--- src/rtl/dso_pkg.sv ---
// Shared types and constants for the oscilloscope capture path.
package dso_pkg;

    localparam int DATA_W_DEF = 12;
    localparam int ADDR_W_DEF = 10;

    typedef enum logic [2:0] {
        IDLE,
        PRETRIG,
        ARMED,
        POST,
        DONE
    } state_t;

    localparam logic [1:0] MODE_AUTO   = 2'd0;
    localparam logic [1:0] MODE_NORMAL = 2'd1;
    localparam logic [1:0] MODE_SINGLE = 2'd2;

endpackage

--- src/rtl/trig_detect.sv ---
// Level/slope trigger detector with clamped hysteresis.
// hit is combinational on the current sample; the arming flag is registered,
// so a sample that arms the flag can never also be the hit.
module trig_detect
    import dso_pkg::*;
#(
    parameter int DATA_W = DATA_W_DEF,
    parameter int HYST   = 16
) (
    input  logic              clk,
    input  logic              reset_n,
    input  logic [DATA_W-1:0] s_data,
    input  logic              s_valid,
    input  logic [DATA_W-1:0] level,
    input  logic              slope,
    input  logic              clr,
    output logic              hit
);

    localparam logic [DATA_W:0] MAX_V  = {1'b0, {DATA_W{1'b1}}};
    localparam logic [DATA_W:0] HYST_V = (DATA_W + 1)'(HYST);

    logic [DATA_W:0]   level_x;
    logic [DATA_W:0]   hi_sum;
    logic [DATA_W-1:0] lo;
    logic [DATA_W-1:0] hi;
    logic              arm_cond;
    logic              hit_cond;
    logic              flag;

    // Clamped hysteresis bounds and the arm/hit conditions for the selected slope.
    // A bound clamped onto the rail can make arming impossible; that is intended.
    always_comb begin
        // NOTE: every combinational output gets a value before any branch, so no latch is inferred.
        level_x  = {1'b0, level};
        lo       = (level_x > HYST_V) ? DATA_W'(level_x - HYST_V) : '0;
        hi_sum   = level_x + HYST_V;
        hi       = (hi_sum > MAX_V) ? '1 : hi_sum[DATA_W-1:0];
        arm_cond = 1'b0;
        hit_cond = 1'b0;
        if (slope) begin
            arm_cond = (s_data > hi);
            hit_cond = (s_data <= level);
        end else begin
            arm_cond = (s_data < lo);
            hit_cond = (s_data >= level);
        end
    end

    // Arming flag: set by a valid sample beyond the far bound, held until cleared.
    always_ff @(posedge clk) begin
        if (!reset_n || clr) begin
            flag <= 1'b0;
        end else if (s_valid && arm_cond) begin
            flag <= 1'b1;
        end
    end

    assign hit = s_valid && flag && hit_cond;

endmodule

--- src/rtl/trigger_capture.sv ---
// Trigger/capture controller: fills the circular sample RAM with a frame of
// PRE_TRIG pre-trigger samples, the trigger sample and the post-trigger tail,
// then freezes the buffer until the display (or user, in single mode) releases it.
module trigger_capture
    import dso_pkg::*;
#(
    parameter int DATA_W   = DATA_W_DEF,
    parameter int ADDR_W   = ADDR_W_DEF,
    parameter int PRE_TRIG = 128,
    parameter int HYST     = 16,
    parameter int AUTO_TO  = 4096
) (
    input  logic              clk,
    input  logic              reset_n,
    input  logic [DATA_W-1:0] s_data,
    input  logic              s_valid,
    input  logic [DATA_W-1:0] trig_level,
    input  logic              trig_slope,
    input  logic [1:0]        trig_mode,
    input  logic              rearm,
    input  logic              arm,
    output logic              wr_en,
    output logic [ADDR_W-1:0] wr_addr,
    output logic [DATA_W-1:0] wr_data,
    output logic [ADDR_W-1:0] start_addr,
    output logic              frame_ready,
    output logic              auto_trig
);

    localparam int                POST_N    = (1 << ADDR_W) - PRE_TRIG - 1;
    localparam int                TO_W      = (AUTO_TO > 1) ? $clog2(AUTO_TO) : 1;
    localparam logic [ADDR_W-1:0] PRE_V     = ADDR_W'(PRE_TRIG);
    localparam logic [ADDR_W-1:0] PRE_LAST  = ADDR_W'(PRE_TRIG - 1);
    localparam logic [ADDR_W-1:0] POST_LAST = ADDR_W'(POST_N - 1);
    localparam logic [TO_W-1:0]   TO_LAST   = TO_W'(AUTO_TO - 1);

    state_t            state;
    state_t            state_next;
    logic [ADDR_W-1:0] ptr;
    logic [ADDR_W-1:0] cnt;
    logic [TO_W-1:0]   to_cnt;
    logic              wr_go;
    logic              trig_go;
    logic              auto_go;
    logic              hit;
    logic              detecting;

    // The detector sees samples only while capturing toward a trigger; its flag
    // is held clear everywhere else, so it starts clean on every PRETRIG entry.
    assign detecting = (state == PRETRIG) || (state == ARMED);

    // The final post-trigger write lands in the first DONE cycle; the frame is
    // only presented (and releasable) once that write has gone out.
    assign frame_ready = (state == DONE) && !wr_en;

    trig_detect #(
        .DATA_W (DATA_W),
        .HYST   (HYST)
    ) u_trig_detect (
        .clk     (clk),
        .reset_n (reset_n),
        .s_data  (s_data),
        .s_valid (s_valid && detecting),
        .level   (trig_level),
        .slope   (trig_slope),
        .clr     (!detecting),
        .hit     (hit)
    );

    // State register.
    always_ff @(posedge clk) begin
        // NOTE: sequential state uses non-blocking assignments so every register samples pre-edge values.
        if (!reset_n) begin
            state <= IDLE;
        end else begin
            state <= state_next;
        end
    end

    // Next-state logic plus per-cycle write/trigger decisions.
    always_comb begin
        state_next = state;
        wr_go      = 1'b0;
        trig_go    = 1'b0;
        auto_go    = 1'b0;
        case (state)
            IDLE: state_next = PRETRIG;
            PRETRIG: begin
                if (PRE_TRIG == 0) begin
                    state_next = ARMED;
                end else if (s_valid) begin
                    wr_go = 1'b1;
                    if (cnt == PRE_LAST) state_next = ARMED;
                end
            end
            ARMED: begin
                if (s_valid) begin
                    wr_go = 1'b1;
                    if (hit) begin
                        trig_go = 1'b1;
                    end else if (trig_mode == MODE_AUTO && to_cnt == TO_LAST) begin
                        trig_go = 1'b1;
                        auto_go = 1'b1;
                    end
                    if (trig_go) state_next = (POST_N == 0) ? DONE : POST;
                end
            end
            POST: begin
                if (s_valid) begin
                    wr_go = 1'b1;
                    if (cnt == POST_LAST) state_next = DONE;
                end
            end
            DONE: begin
                if (frame_ready && ((trig_mode == MODE_SINGLE) ? arm : rearm)) begin
                    state_next = PRETRIG;
                end
            end
            default: state_next = IDLE;
        endcase
    end

    // Registered write port, circular pointer, phase counters and trigger bookkeeping.
    always_ff @(posedge clk) begin
        if (!reset_n) begin
            wr_en      <= 1'b0;
            wr_addr    <= '0;
            wr_data    <= '0;
            start_addr <= '0;
            auto_trig  <= 1'b0;
            ptr        <= '0;
            cnt        <= '0;
            to_cnt     <= '0;
        end else begin
            wr_en <= wr_go;
            if (wr_go) begin
                wr_addr <= ptr;
                wr_data <= s_data;
                ptr     <= ptr + ADDR_W'(1);
            end
            // cnt counts writes within the current phase only.
            if (state_next != state) begin
                cnt <= '0;
            end else if (wr_go) begin
                cnt <= cnt + ADDR_W'(1);
            end
            // Saturates so a long normal-mode wait cannot wrap into a timeout.
            if (state != ARMED) begin
                to_cnt <= '0;
            end else if (s_valid && to_cnt != TO_LAST) begin
                to_cnt <= to_cnt + TO_W'(1);
            end
            if (trig_go) begin
                start_addr <= ptr - PRE_V;
                auto_trig  <= auto_go;
            end
        end
    end

endmodule
--- config.mk ---
export PLATFORM = sky130hd
export DESIGN_NAME = trigger_capture
export DESIGN_NICKNAME = d
export VERILOG_FILES = /design/src/rtl/dso_pkg.sv /design/src/rtl/trig_detect.sv /design/src/rtl/trigger_capture.sv
export SDC_FILE = /design/constraint.sdc
export NUM_CORES = 1
export LEC_CHECK = 0
export BUFFER_PORTS_ARGS = -buffer_cell sky130_fd_sc_hd__buf_4
export CORE_MARGIN = 2
export CORE_UTILIZATION = 62
export CTS_CLUSTER_DIAMETER = 80
export CTS_CLUSTER_SIZE = 20
export DETAILED_ROUTE_END_ITERATION = 12
export GPL_ROUTABILITY_DRIVEN = 0
export GPL_TIMING_DRIVEN = 0
export PLACE_DENSITY = 0.88
export SLEW_MARGIN = 15
export SYNTH_ARGS = -nofsm -noshare
export SYNTH_HDL_FRONTEND = slang
export SYNTH_HIERARCHICAL = 1
export SYNTH_SLANG_ARGS = --single-unit
--- constraint.sdc ---
create_clock -name clk -period 4.7 [get_ports clk]
set_input_delay 0.705 -clock clk [delete_from_list [all_inputs] [get_ports clk]]
set_output_delay 0.705 -clock clk [all_outputs]
set_load 0.02 [all_outputs]
# Word level (Yosys, flattened, before mapping)
# Cells that the tools add are included.
# totals
ff_bits	70
input_bits	32
output_inout_bits	35
elab_cells	76
# classes
add_sub_neg	6
order_cmp	6
eq_ne	11
mux	24
n_bitwise	1
reduce_logical	18
# ops
operator	n
two-way mux 12 bit	2
two-way mux 3 bit	7
adder 10 x 1 -> 10 bit (second input constant)	2
one-hot mux 3 bit (5 select lines)	1
two-way mux 1 bit	14
adder 12 x 5 -> 13 bit (second input constant)	1
greater-than comparator 13 x 12 -> 1 bit (second input constant)	1
adder 12 x 1 -> 12 bit (second input constant)	1
== test 12 bit (second input constant)	1
>= comparator 12 bit	1
greater-than comparator 12 bit	1
greater-than comparator 12 x 5 -> 1 bit (second input constant)	1
less-or-equal comparator 12 bit	1
< comparator 12 bit	1
!= test 12 bit (second input constant)	1
subtractor 12 x 5 -> 12 bit (second input constant)	1
== test 10 bit (second input constant)	1
== test 10 x 7 -> 1 bit (second input constant)	1
subtractor 10 x 8 -> 10 bit (second input constant)	1
logical AND 1 bit	8
== test 3 x 2 -> 1 bit (second input constant)	2
OR reduction 2 bit	2
== test 3 x 1 -> 1 bit (second input constant)	1
== test 3 bit (second input constant)	1
9 further kinds	12

# Logic depth before layout (Yosys ltp)
# depth
depth_word	13
ltp_mapped	13
depth_no_buf	13

# Cells and area by module
# The synthesis kept the hierarchy.
# modules_own_cells
mod	instances	cells_per_inst	area_per_inst_um2
trigger_capture	1	349	3085.5
trig_detect	1	175	1287.5

# Worst setup path before layout
# Ideal clock, no wire load.
# synth_timing
path_type	input -> register
startpoint	input trig_level[4]
endpoint	register u_trig_detect.flag
setup_ns	0.138
arrival_time_ns	2.859
required_ns	4.562
path_slack_ns	1.703
cell_stages	13
path_buffers	0
path_cell_list	inv_1 -> ha_1 -> nand4b_1 -> nor4b_1 -> a22oi_1 -> nor2_2 -> nor2_1 -> ha_1 -> nor2b_1 -> o211ai_1 -> a211oi_1 -> o41ai_1 -> o311ai_1
# synth_via
elab_chain_cells	6
word_cells_on_any_way	10
cone_classes	add/sub: 2; order compare: 4; mux: 3; reduce/logical: 1
# synth_rtl
item	line	rtl
start: declaration	trigger_capture.sv:17	input logic [DATA_W-1:0] trig_level,
adder 12 x 5 -> 13 bit	trig_detect.sv:37	hi_sum = level_x + HYST_V;
greater-than comparator 13 x 12 -> 1 bit	trig_detect.sv:38	hi = (hi_sum > MAX_V) ? '1 : hi_sum[DATA_W-1:0];
two-way mux 12 bit	trig_detect.sv:38	
greater-than comparator 12 bit	trig_detect.sv:42	arm_cond = (s_data > hi);
two-way mux 1 bit *	trig_detect.sv:41	if (slope) begin
logical AND 1 bit *	trig_detect.sv:54	end else if (s_valid && arm_cond) begin
end signal: assignment	trig_detect.sv:53	flag <= 1'b0;
end signal: assignment	trig_detect.sv:55	flag <= 1'b1;
end: declaration	trig_detect.sv:29	logic flag;
# Every way passes the cells marked *; elsewhere a longest branch is shown, timed or not.
# A chain may end at the register's enable or synchronous reset.

# Final worst setup path
# Same ends and word-level chain as after synthesis.

==> flow_summary.ini <==
[status]
outcome = finished clean

[timing]
fin_crit_sh_pct = 70.7
tightest_slew_ps = 550
rsz0062_at_grt = no
skew_ps = 10.4
hold_viol_final = 0
fmax_mhz = 301
timing.setup.tns_ps = 0
slew_viol_final = 0
relSlewSlack_pct = 63.4
finalSetupViolCount = 0
finalCriticalPeriod_ps = 3330

[cts]
cts_resized = 0
cts_root_buf = clkbuf_8
cts_made_buffers = 9
cts_tree = built
cts_setup_buffers = 0
clock_path_buffers = 2
postCtsHoldBufs = 0
clkSinkCount = 70
cts_max_level = 3
clk_latency_ps = 350
clkTransAtPathRegs_ps = 80

[pwr]
p_total_uw = 1250
p_per_area_mw_per_mm2 = 243
power.leakage_uw = 0.00219
peakVddDrop_mv = 0.205

[yosys]
syn_avg_cell_area_sq_um = 8.35
async_flop_share_pct = 0
ys_types = 66
syn-num-nets = 601
synthAdderAreaFrac_pct = 12.9
synthCells = 524
synth_compound_area_share_pct = 13.6
synth_edf_count = 0
synth_flop_cell = dfxtp_1
ys_seq_area_share_pct = 32.0
yosys.area_share.simple_pct = 27.0
synth_xor_area_share_pct = 7.61
syn-cell-area_sq_mm = 0.00437
ys_warn_count = 6
synth_top_family_by_area = simple AND/OR/NAND/NOR gates
synth_mux_area_share_pct = 2.29
ys_ff_latch = 70

[placed_design]
placed_area_sq_mm = 0.00497
portBuffers = 64
dpl.hpwl_mm = 8.07

[worst_hold_path]
holdPathStages = 2
hold_class = reg2reg

[global_routing]
grt_pass1_wl_mm = 17.8
globalRouteTotalUtil_pct = 29.0
grt_pass1_vias = 3946
grt_max_degree = 14
grt_overflow_total = 0
grt_antenna_before_repair = 0

[die]
initial_core_util_pct = 64.4
die_x_um = 88.0
die_area_sq_mm = 0.00774
io_pins = 67
die_h_um = 88.0
core_area_sq_mm = 0.00679
row_count = 30

[cells_and_area]
drive_gt1_share_pct = 19.5
antennaDiodeCount = 0
area_growth_pct = 17.9
finalNetCount = 676
design_area_sq_mm = 0.00516

[setup_path]
cp-start-kind = primary input
worst-path-buf-inv = 2
crit_cells = 14
slowest_delay_ps = 440
end_kind = flop
crit_family = compound AO/OA/AOI/OAI gates
crit_chain = buf_4 -> inv_1 -> ha_1 -> nand4b_1 -> nor4b_1 -> a22oi_1 -> nor2_2 -> nor2_1 -> ha_1 -> nor2b_1 -> o211ai_1 -> a211oi_1 -> o41ai_1 -> o311ai_1
crit_type = in2reg
crit_fanout = 7
r2r_cells = 10
critPathArrivalTime_ps = 3530
crit_slowest_cell = o41ai_1
required_ps = 4910
timing.critical_path.mode_cell = ha_1

[drt]
viasPerCell = 5.87
ant_nets = 0
wl_mm = 10.6
drc = 0
wl_met2_mm = 5.11
drtPass1Iterations = 5
highest_layer = met4
wl_met1_mm = 4.59
wl_per_cell_um = 15.2
route.met3.wl_um = 741
num_vias = 4106
drtIter0Drc = 181

[flow_run]
cap_viol_max_count = 0
==> routing by layer <==
layer	global-route usage, %	vias up
met5	0	-
met4	9.93	0
met3	9.52	21
met2	47.6	144
met1	35.9	1936
li1	-	2005
==> worst reg2reg max path: stages (launching register included) <==
cell and delay (ps):
dfxtp_1 310, buf_2 210, xor2_1 170, nand2b_1 90, nor2_1 190, o211ai_1 120
nor3_1 310, o21ai_1 120, buf_4 220, nand4_4 140, a21oi_1 100
==> path summary, 6_finish.rpt <==
path	endpoint	start	slack [ps]
max	u_trig_detect/flag$_SDFFE_PP0P_	trig_level[4]	1370
min reg2reg	wr_data[2]$_SDFFE_PN0P_	wr_data[2]$_SDFFE_PN0P_	470
max reg2reg	cnt[0]$_SDFFE_PP0P_	state[0]$_SDFF_PN0_	2580
min	wr_data[2]$_SDFFE_PN0P_	wr_data[2]$_SDFFE_PN0P_	470
==> layout by cell type, fill, tap and decap left out, types with 2 or more instances in the layout <==
cell type,count
nand2_1,70
dfxtp_1,70
buf_4,67
a21oi_1,50
nor2_1,48
ha_1,45
xnor2_1,26
nand4_1,19
nand3_1,17
inv_1,16
xor2_1,12
nor3_1,10
mux2i_1,10
clkbuf_8,10
buf_2,9
nor4_1,8
clkbuf_1,7
and3_1,7
nor2b_1,6
o21ai_0,6
a21o_1,6
inv_2,6
nand2b_1,5
a211oi_1,5
and2_1,5
o211ai_1,4
o21ai_1,3
nand2_2,3
nor2_2,2
or2_2,2
nand4_4,2
a41oi_1,2
nor3_2,2
buf_6,2
or3_1,2
a31oi_1,2
inv_6,2
clkinv_4,2
and4_1,2
nand4b_1,2
==> where the power goes <==
group / leakage [uW] / switching, uW / internal [uW]
Sequential: 0.000566 / 6.51 / 601
Clock: 0.0000905 / 239 / 212
Combinational: 0.00153 / 113 / 81.8
==> metrics by stage <==
stage | std cells | utilization [%] | worst slack (ps) | hold WS, ps
2_1_floorplan | 524 | - | 1700 | 433
3_3_place_gp | 684 | 73.2 | 1210 | 445
3_5_place_dp | 684 | 73.2 | 1090 | 453
4_1_cts | 700 | 75.9 | 1460 | 466
5_1_grt | 700 | 75.9 | 1180 | 480
6_report | 700 | 75.9 | 1370 | 466
==> cell usage after synthesis (6+ instances only) <==
library cell | count | area share (%)
xor2_1 | 12 | 2.4
a21o_1 | 6 | 1.0
nand4_1 | 19 | 2.7
ha_1 | 45 | 13
buf_2 | 9 | 1.0
inv_1 | 16 | 1.4
nor2b_1 | 6 | 0.86
nor4_1 | 8 | 1.1
nor3_1 | 10 | 1.1
nand3_1 | 17 | 1.9
a21oi_1 | 50 | 5.7
xnor2_1 | 26 | 5.2
nand2_1 | 70 | 6.0
and3_1 | 7 | 1.0
o21ai_0 | 6 | 0.69
clkbuf_1 | 6 | 0.51
dfxtp_1 | 70 | 32
nor2_1 | 48 | 4.1
mux2i_1 | 10 | 2.3
inv_2 | 6 | 0.51
==> logic make-up (layout without fill, tap and decap cells) <==
logic type	Yosys count	in the layout
buffers and inverters	43	123
multiplexers	10	10
AND/OR/NAND/NOR	225	225
adder cells (fa/ha/maj)	45	45
flip-flops	70	70
XOR/XNOR	38	38
AO/OA/AOI/OAI	93	93
==> flip-flops by register name, indices dropped and copies added (netlist names) <==
signal and cells:
auto_trig 1, cnt 10, ptr 10, start_addr 10, state 3, to_cnt 12, u_trig_detect/flag 1, wr_addr 10
wr_data 12, wr_en 1
==> cell type report <==
| class | instances | area (sq um) |
|---|---|---|
| buffer | 20 | 113 |
| clock buffer | 11 | 141 |
| clock inverter | 5 | 42.5 |
| fill | 489 | 1640 |
| inverter | 23 | 86.3 |
| multi-input combinational | 411 | 2770 |
| sequential | 70 | 1400 |
| tap | 96 | 120 |
| timing repair buffer | 64 | 480 |
Power figures use the tool's default switching activity.
